--- config.mk ---
export PLATFORM = sky130hd
export DESIGN_NAME = fifo_port_arbiter
export DESIGN_NICKNAME = d
export VERILOG_FILES = /design/src/rtl/fifo_port_arbiter.sv
export SDC_FILE = /design/constraint.sdc
export NUM_CORES = 1
export LEC_CHECK = 0
export BUFFER_PORTS_ARGS = -buffer_cell sky130_fd_sc_hd__buf_4
export CAP_MARGIN = 10
export CORE_MARGIN = 2
export CORE_UTILIZATION = 39
export DETAILED_ROUTE_END_ITERATION = 8
export HOLD_SLACK_MARGIN = 0.06
export PLACE_DENSITY = 0.69
export REMOVE_ABC_BUFFERS = 1
export SYNTH_ARGS = -nofsm -noshare
export SYNTH_HDL_FRONTEND = slang
export SYNTH_SLANG_ARGS = --single-unit
--- constraint.sdc ---
create_clock -name CLK -period 1.9 [get_ports CLK]
set_input_delay 0.095 -clock CLK [delete_from_list [all_inputs] [get_ports CLK]]
set_output_delay 0.095 -clock CLK [all_outputs]
set_load 0.01 [all_outputs]
--- src/rtl/fifo_port_arbiter.sv ---
// Write-side round-robin arbiter, read gating and flush sequencer in front of a shared FIFO.
// Two producers share the write port, one consumer owns the read port, and per-producer counters record full-refusals.
module fifo_port_arbiter #(
  parameter int WL    = 3,
  parameter int DEPTH = 4,
  parameter int CW    = 8
) (
  input  logic          CLK,
  input  logic          RST,
  input  logic          req0,
  input  logic [WL-1:0] din0,
  input  logic          req1,
  input  logic [WL-1:0] din1,
  input  logic          rdReq,
  input  logic          flush,
  input  logic          full,
  input  logic          empty,
  output logic          wReq,
  output logic [WL-1:0] din,
  output logic          rReq,
  output logic          gnt0,
  output logic          gnt1,
  output logic          rdGnt,
  output logic          flushBusy,
  output logic [CW-1:0] deny0,
  output logic [CW-1:0] deny1
);

  typedef enum logic {NORMAL, FLUSH} state_t;

  localparam logic [CW-1:0] DENY_MAX = '1;

  state_t        state_q, state_d;
  logic          prio_q, prio_d;
  logic [CW-1:0] deny0_q, deny0_d;
  logic [CW-1:0] deny1_q, deny1_d;

  always_ff @(posedge CLK or posedge RST) begin
    if (RST) begin
      state_q <= NORMAL;
      prio_q  <= 1'b0;
      deny0_q <= '0;
      deny1_q <= '0;
    end else begin
      state_q <= state_d;
      prio_q  <= prio_d;
      deny0_q <= deny0_d;
      deny1_q <= deny1_d;
    end
  end

  // Outputs are held inactive while RST is high so the FIFO sees no request during reset.
  always_comb begin
    state_d   = state_q;
    prio_d    = prio_q;
    deny0_d   = deny0_q;
    deny1_d   = deny1_q;
    gnt0      = 1'b0;
    gnt1      = 1'b0;
    wReq      = 1'b0;
    din       = '0;
    rReq      = 1'b0;
    rdGnt     = 1'b0;
    flushBusy = 1'b0;
    if (!RST) begin
      unique case (state_q)
        NORMAL: begin
          if (!full) begin
            if (req0 && req1) begin
              gnt0 = ~prio_q;
              gnt1 = prio_q;
            end else begin
              gnt0 = req0;
              gnt1 = req1;
            end
          end
          wReq  = gnt0 | gnt1;
          din   = gnt1 ? din1 : din0;
          rdGnt = rdReq & ~empty;
          rReq  = rdGnt;
          if (gnt0) begin
            prio_d = 1'b1;
          end else if (gnt1) begin
            prio_d = 1'b0;
          end
          // Only full-refusals count; losing arbitration is not a denial.
          if (full) begin
            if (req0 && deny0_q != DENY_MAX) deny0_d = deny0_q + 1'b1;
            if (req1 && deny1_q != DENY_MAX) deny1_d = deny1_q + 1'b1;
          end
          if (flush) state_d = FLUSH;
        end
        FLUSH: begin
          flushBusy = 1'b1;
          rReq      = ~empty;
          if (empty) state_d = NORMAL;
        end
        default: state_d = NORMAL;
      endcase
    end
  end

  assign deny0 = deny0_q;
  assign deny1 = deny1_q;

endmodule

# Yosys cells after proc, flatten, opt, wreduce, memory -nomap -nowiden
# Index checks and enable logic that the tools add are counted.
dict set report totals {
  inputBits 14
  elab_cells 49
  regBits 18
}
dict set report op_classes {
  n_reduce_logical 7
  n_eq_ne 2
  addsub 2
  bitwise 6
  muxes 28
}
# cell n
set ops {}
lappend ops {{$mux 1} 23}
lappend ops {{$add 8x1->8 const B} 2}
lappend ops {{$ne 8x8->1 const B} 2}
lappend ops {{$mux 3} 3}
lappend ops {{$reduce_and 4->1} 2}
lappend ops {{$not 1->1} 4}
lappend ops {{$pmux 1 s2} 2}
lappend ops {{$logic_and 1x1->1} 3}
lappend ops {{$reduce_and 3->1} 1}
lappend ops {{$reduce_bool 2->1} 1}
lappend ops {{$and 1x1->1} 1}
lappend ops {{$or 1x1->1} 1}

# Longest topological paths before layout
# Gate-level depths: netlist of run 1.
dict set report depth {
  ltp_word 8
  ltp_mapped 5
}

# Least setup slack after synthesis of run 1
# No wires, ideal clock.
dict set report synth_path {
  kind {reg-to-reg}
  start {register deny0_q[0], in the netlist deny0[0]}
  end {register deny0_q[1], in the netlist deny0[1]}
  arrival_time_ps 1368
  stages_incl_launch_ff 5
  setup_time_ps 125
  synth_period_minus_slack_ps 1493
  path_slack_ps 407
  n_path_buf 0
  required_time_ps 1775
  cell_sequence {dfrtp_1 -> ha_1 -> and3_1 -> a21oi_2 -> mux2_2}
}
dict set report synth_via {
  elab_chain_cells 3
}
# element line
set synth_lines {}
lappend synth_lines {{start, declared} 35} ;# logic [CW-1:0] deny0_q, deny0_d;
lappend synth_lines {{start signal, assigned} 47} ;# deny0_q <= deny0_d;
lappend synth_lines {{branches (longest 3 deep; another with $add 8x1->8)} n/a}
# Several ways; the timed one is not identified.
# A chain may end at the register's enable or synchronous reset.

# Worst setup path after layout of run 1
dict set report layout_path {
  start {input RST}
  end {output gnt0}
}
dict set report layout_via {
  elab_chain_cells 1
}
# element line
set layout_lines {}
lappend layout_lines {{start, declared} 9} ;# input logic RST,
lappend layout_lines {{$mux 1} 65} ;# if (!RST) begin
lappend layout_lines {{end, declared} 21} ;# output logic gnt0,
# Every way passes these cells.

==> results of run 1 <==
cell families (layout without fill, tap and decap cells):
kind of cell / Yosys count / count (layout)
mux: 5 / 5
simple gates: 35 / 35
xor+xnor: 14 / 14
compound gates: 7 / 7
buf+inv: 3 / 48
fa+ha+maj: 2 / 2
flops: 18 / 18
layout make-up:
class	instances	area, um2
clock buffer	4	36.3
fill	209	1050
inverter	2	7.51
multi-input combinational	63	500
sequential	18	450
tap	30	37.5
timing repair buffer	42	323
critical path, cell delays in order:
cell	delay, ns
dlygate4sd3_1	0.54
buf_4	0.15
or2_1	0.31
nor2_1	0.15
and3_1	0.19
buf_4	0.12
stage by stage:
step | setup slack [ns] | power, mW | cells | area, um2 | utilization
finish | 0.246 | 1.22 | 159 | 1360 | 0.562
global route | 0.206 | 1.32 | 159 | 1360 | 0.562
CTS | 0.242 | 1.24 | 159 | 1360 | 0.562
detailed placement | 0.348 | 0.992 | 152 | 1290 | 0.535
global placement | 0.387 | 0.978 | 152 | 1290 | 0.535
floorplan | 0.407 | 0.782 | 83 | 958 | -
state kept, by name (all words and copies together) (netlist names):
name	flops
prio_q	1
state_q	1
deny1	8
deny0	8
layer usage:
| layer | vias to the layer above | global-route usage | wire length (um) |
|---|---|---|---|
| met2 | 30 | 0.246 | 920 |
| met4 | 0 | 0.0769 | 38 |
| met1 | 384 | 0.196 | 796 |
| met3 | 4 | 0.0472 | 139 |
| met5 | - | 0 | 0 |
| li1 | 388 | - | - |
power by group through the flow:
stage	logic (mW)	registers [mW]	clock network (mW)
finish	0.410	0.575	0.239
global route	0.465	0.593	0.261
CTS	0.419	0.577	0.247
detailed placement	0.407	0.586	0
global placement	0.400	0.578	0
floorplan	0.180	0.602	0
placed cells by master, fill, tap and decap left out, types with 2 or more instances in the layout:
cell / count
buf_4: 39
nand4_1: 2
nand3_1: 7
mux2_2: 2
a21oi_1: 2
xnor2_1: 10
xor2_1: 4
nand2_1: 4
nor2_1: 6
and3_1: 4
dlygate4sd3_1: 3
and4_4: 2
ha_1: 2
mux2i_1: 3
nand2b_1: 2
clkbuf_4: 3
dfrtp_1: 18
inv_1: 2
worst max path at each step:
| stage | start | slack [ns] | depth (start not counted) | end |
|---|---|---|---|---|
| 2_1_floorplan | deny0[0]$_DFFE_PP0P_ | 0.41 | 4 | deny0[1]$_DFFE_PP0P_ |
| 3_3_place_gp | deny1[0]$_DFFE_PP0P_ | 0.39 | 3 | deny1[1]$_DFFE_PP0P_ |
| 3_5_place_dp | deny1[0]$_DFFE_PP0P_ | 0.35 | 3 | deny1[1]$_DFFE_PP0P_ |
| 4_1_cts | RST | 0.24 | 6 | gnt0 |
| 5_1_grt | RST | 0.21 | 6 | gnt0 |
| 6_report | RST | 0.25 | 6 | gnt0 |
==> metrics.md, run 1 <==
| Metric | Value |
|---|---|
| Yosys warning total | `0` |
| Mapped Area | `roughly 960 um2` |
| Hold path start | `req0` |
| Fraction of registers with async set/reset | `1.00` |
| Crit path kind | `in2out` |
| First-pass GRT wire length | `around 3200 um` |
| Clk network pwr share | `0.195` |
| Post_cts resized | `0` |
| Fin crit share | `0.870` |
| Gr usage total | `0.157` |
| CTS tree | `done` |
| Max VDD drop | `~0.46 mV` |
| Pwr Density | `~900 mW/mm2` |
| Top cell type's share of synthesized area | `0.468` |
| Cell count after synthesis | `84` |
| Synth Area in Adders | `0.0260` |
| GRT overflow | `0` |
| Layout area overhead | `40.6%` |
| Sequential share of the synthesized area | `0.468` |
| Top Ports | `39` |
| Post-synthesis compound-gate area fraction | `0.0740` |
| Top cells by count, synth | `dfrtp_1 (18), xnor2_1 (10), nand3_1 (7)` |
| Die Wd | `~54 um` |
| RePlAce Congestion | `roughly 0.69` |
| Synth Flop Type | `dfrtp_1` |
| Total wire length | `about 1900 um` |
| Sequential power share | `0.469` |
| Clock Root Buffer | `clkbuf_4` |
| Worst Skew | `0.00566 ns` |
| Worst-margin pin slew | `0.314 ns` |
| Setup slack on the worst flop-to-flop path | `0.34 ns` |
| Yosys top cell by area | `dfrtp_1` |
| Drt pass-1 iters | `3` |
| Buffers added on ports | `38` |
| Max Cap Viol | `0` |
| Antenna cell count | `0` |
| Worst reg2reg path depth | `3` |
| Die area | `between 0.002 and 0.003 mm2` |
| Data arrival, critical path | `approximately 1.6 ns` |
| WHS | `between 0.15 and 0.2 ns` |
| Crit path launch type | `primary input` |
| P_sw | `between 400 and 500 uW` |
| CTS max path bufs | `2` |
| Htree depth | `1` |
| Setup bufs post-CTS | `0` |
| TNS Setup | `0 ns` |
| # rows | `18` |
| Largest family of logic cells by synthesized area | `simple AND/OR/NAND/NOR gates` |
| Initial core utilization | `0.400` |
| Top-count cell post-synth | `dfrtp_1` |
| Post-layout min period | `1.65 ns` |
| Setup violators final | `0` |
| Reg clk slew, reported paths | `approximately 0.11 ns` |
| Synth unique cells | `29` |
| Worst Hold End | `prio_q$_DFFE_PP0P_` |
| Fmax | `around 600 MHz` |
| Hold buffer count at cts | `3` |
| Number of global-route vias before repair | `about 740` |
| Number of synthesized flops with an enable pin | `0` |
| Mapped Avg Cell Area | `approximately 11 um2` |
| Fin. max-slew vios | `0` |
| Critical Path Fanout Max | `7` |
| Post-synthesis xor/xnor area fraction | `0.127` |
| Switching share of power | `0.330` |
| Share of cells above drive strength 1 | `0.403` |
| Status | `finished clean` |
| R2r startpoint | `deny1[0]$_DFFE_PP0P_` |
| Via count | `806` |
| Hold Path Depth | `3` |
| CTS buffer count | `3` |
| P_leak | `around 0.67 nW` |
| ANT nets after route | `0` |
| Worst setup EP type | `output port` |
| CTS Sinks | `18` |
| Core Region | `0.00241 mm2` |
| Normalized max-slew margin | `0.790` |
| RSZ-0062 raised after global routing | `false` |
| Wirelength per Cell | `about 12 um` |
| Leading post-synthesis cells by cell area | `dfrtp_1 (47%), xnor2_1 (9.1%), nand3_1 (3.6%), xor2_1 (3.6%), mux2i_1 (3.1%)` |
| Routed vias/inst | `between 5 and 6` |
| Cell-internal power | `between 800 and 900 uW` |
| Initial antenna violation count | `0` |
| HPWL after DPL | `1430 um` |
| DRC | `0` |
| # nets final | `around 150` |
| Req. time, crit path | `1.80 ns` |
| Drt initial violations | `6` |
| Fin. Hold Viols | `0` |
| Min-Delay Path Class | `in2reg` |
| Die extent in y | `53.7 um` |
| Largest net degree at the start of global routing | `19` |
| Comb power frac | `0.335` |
| Mux share of post-synthesis cell area | `0.0545` |
| FF-to-FF End | `deny1[1]$_DFFE_PP0P_` |
| #FFs+latches synth | `18` |
| Clock Latency Late Sink | `approximately 0.30 ns` |
| Simple-Gate Fraction of Synth Area | `0.238` |
Power figures use the tool's default switching activity.
==> run 2: changes to the inputs <==
--- a/config.mk
+++ b/config.mk
@@ -7,7 +7,7 @@
 export LEC_CHECK = 0
 export BUFFER_PORTS_ARGS = -buffer_cell sky130_fd_sc_hd__buf_4
 export CAP_MARGIN = 10
-export CORE_MARGIN = 2
+export CORE_MARGIN = 10
 export CORE_UTILIZATION = 39
 export DETAILED_ROUTE_END_ITERATION = 8
 export HOLD_SLACK_MARGIN = 0.06
==> run 2 against run 1 <==
Effect of this change:
- non-clock buffer count shrank 1
- sequential share of layout area grew 0.31 points
- register-to-register slack gained 0.02 ns
- power shrank 0.59%
- final cell count shrank 1.9%
- fmax is essentially flat
- routed wire length grew 15%
- critical endpoint unchanged
==> metrics.md, run 2 (synthesis results as in run 1) <==
| Metric | Value |
|---|---|
| Status | `finished clean` |
| Reg clk slew, reported paths | `0.10 ns` |
| Total wire length | `between 2000 and 2500 um` |
| Clock Root Buffer | `clkbuf_4` |
| # nets final | `about 150` |
| WHS | `between 0.08 and 0.09 ns` |
| Post_cts resized | `0` |
| Drt pass-1 iters | `2` |
| # rows | `17` |
| GRT overflow | `0` |
| Routed vias/inst | `around 5` |
| ANT nets after route | `0` |
| First-pass GRT wire length | `roughly 3600 um` |
| CTS tree | `done` |
| Post-layout min period | `between 1.5 and 2 ns` |
| CTS max path bufs | `2` |
| Fin. Hold Viols | `0` |
| Max Cap Viol | `0` |
| Setup ws final | `roughly 0.25 ns` |
| Commonest non-fill, non-tap cell in the layout | `buf_4` |
| Worst Skew | `around 0.002 ns` |
| Number of global-route vias before repair | `a little over 800` |
| Setup bufs post-CTS | `0` |
| Wirelength per Cell | `around 14 um` |
| Die area | `around 0.0049 mm2` |
| Fin crit share | `0.870` |
| Min-Delay Path Class | `in2reg` |
| Hold buffer count at cts | `2` |
| Core Region | `0.00228 mm2` |
| Crit path launch type | `primary input` |
| RSZ-0062 raised after global routing | `false` |
| Data arrival, critical path | `about 1.6 ns` |
| Crit path kind | `in2out` |
| Die extent in y | `between 60 and 70 um` |
| Clock Latency Late Sink | `~0.28 ns` |
| Fin. max-slew vios | `0` |
| Worst setup EP type | `output port` |
| Fmax | `605 MHz` |
| P_leak | `approximately 0.67 nW` |
| Die Wd | `approximately 70 um` |
| Worst-margin pin slew | `0.304 ns` |
| Share of cells above drive strength 1 | `0.406` |
| Initial core utilization | `0.423` |
| HPWL after DPL | `between 1500 and 2000 um` |
| TNS Setup | `0 ns` |
| CTS Sinks | `18` |
| CTS buffer count | `3` |
| Gr usage total | `0.0861` |
| DRC | `0` |
| Pre-CTS setup slack | `roughly 0.37 ns` |
| Normalized max-slew margin | `0.796` |
| Max VDD drop | `0.504 mV` |
| Req. time, crit path | `1.80 ns` |
| Critical Path Fanout Max | `7` |
| Largest net degree at the start of global routing | `19` |
| Initial antenna violation count | `0` |
| Commonest cells after routing, fill and taps aside | `buf_4 (39), dfrtp_1 (18), xnor2_1 (10), nand3_1 (7), nor2_1 (6)` |
| Htree depth | `1` |
| Buffers added on ports | `38` |
| Antenna cell count | `0` |
| Top Ports | `39` |
| Drt initial violations | `23` |
| Setup violators final | `0` |
| Layout area overhead | `39.4%` |
| RePlAce Congestion | `0.735` |
| Pwr Density | `about 900 mW/mm2` |
| Final core utilization | `0.590` |
| Via count | `between 700 and 800` |
[run 2: changes by cell type in the layout (fill, tap and decap cells not counted), sizes merged]
cell and change:
dlygate4sd3 -1
[run 2: layer usage]
layer  vias up  track usage  routed length [um]
met5         -            0                   0
met1       362        0.103                1000
met4         0       0.0196                  10
li1        385            -                   -
met2        28        0.135                 976
met3         2       0.0428                 187
[run 2: final timing paths]
check	start	end	slack, ns	depth (start not counted)
setup reg to reg	deny0[0]$_DFFE_PP0P_	deny0[1]$_DFFE_PP0P_	0.36	4
hold reg to reg	deny0[7]$_DFFE_PP0P_	deny0[7]$_DFFE_PP0P_	0.51	1
max in group asynchronous	RST	deny1[3]$_DFFE_PP0P_	1.27	4
setup / recovery	RST	gnt0	0.25	6
hold / removal	flush	state_q$_DFFE_PP0N_	0.09	3
min in group asynchronous	RST	deny0[1]$_DFFE_PP0P_	0.43	4
[run 2: cell type report]
type | instances | area (um2)
clock buffer | 4 | 36.3
tap | 28 | 35.0
sequential | 18 | 450
multi-input combinational | 63 | 500
inverter | 2 | 7.51
fill | 194 | 933
timing repair buffer | 41 | 313
[run 2: power by group]
part           switching (mW)  internal (mW)  total (mW)
sequential              0.104          0.471       0.576
clock                   0.113          0.116       0.230
combinational           0.183          0.228       0.412
[run 2: critical path: stages]
cell and delay [ns]:
dlygate4sd3_1 0.54, buf_4 0.15, or2_1 0.30, nor2_1 0.16, and3_1 0.19, buf_4 0.12
[run 2: stage by stage]
| step | cell area, um2 | total power [mW] | std cells |
|---|---|---|---|
| after floorplan | 958 | 0.782 | 83 |
| after global placement | 1290 | 0.991 | 150 |
| after detailed placement | 1290 | 1.01 | 150 |
| after CTS | 1340 | 1.24 | 156 |
| after global routing | 1340 | 1.30 | 156 |
| final | 1340 | 1.22 | 156 |
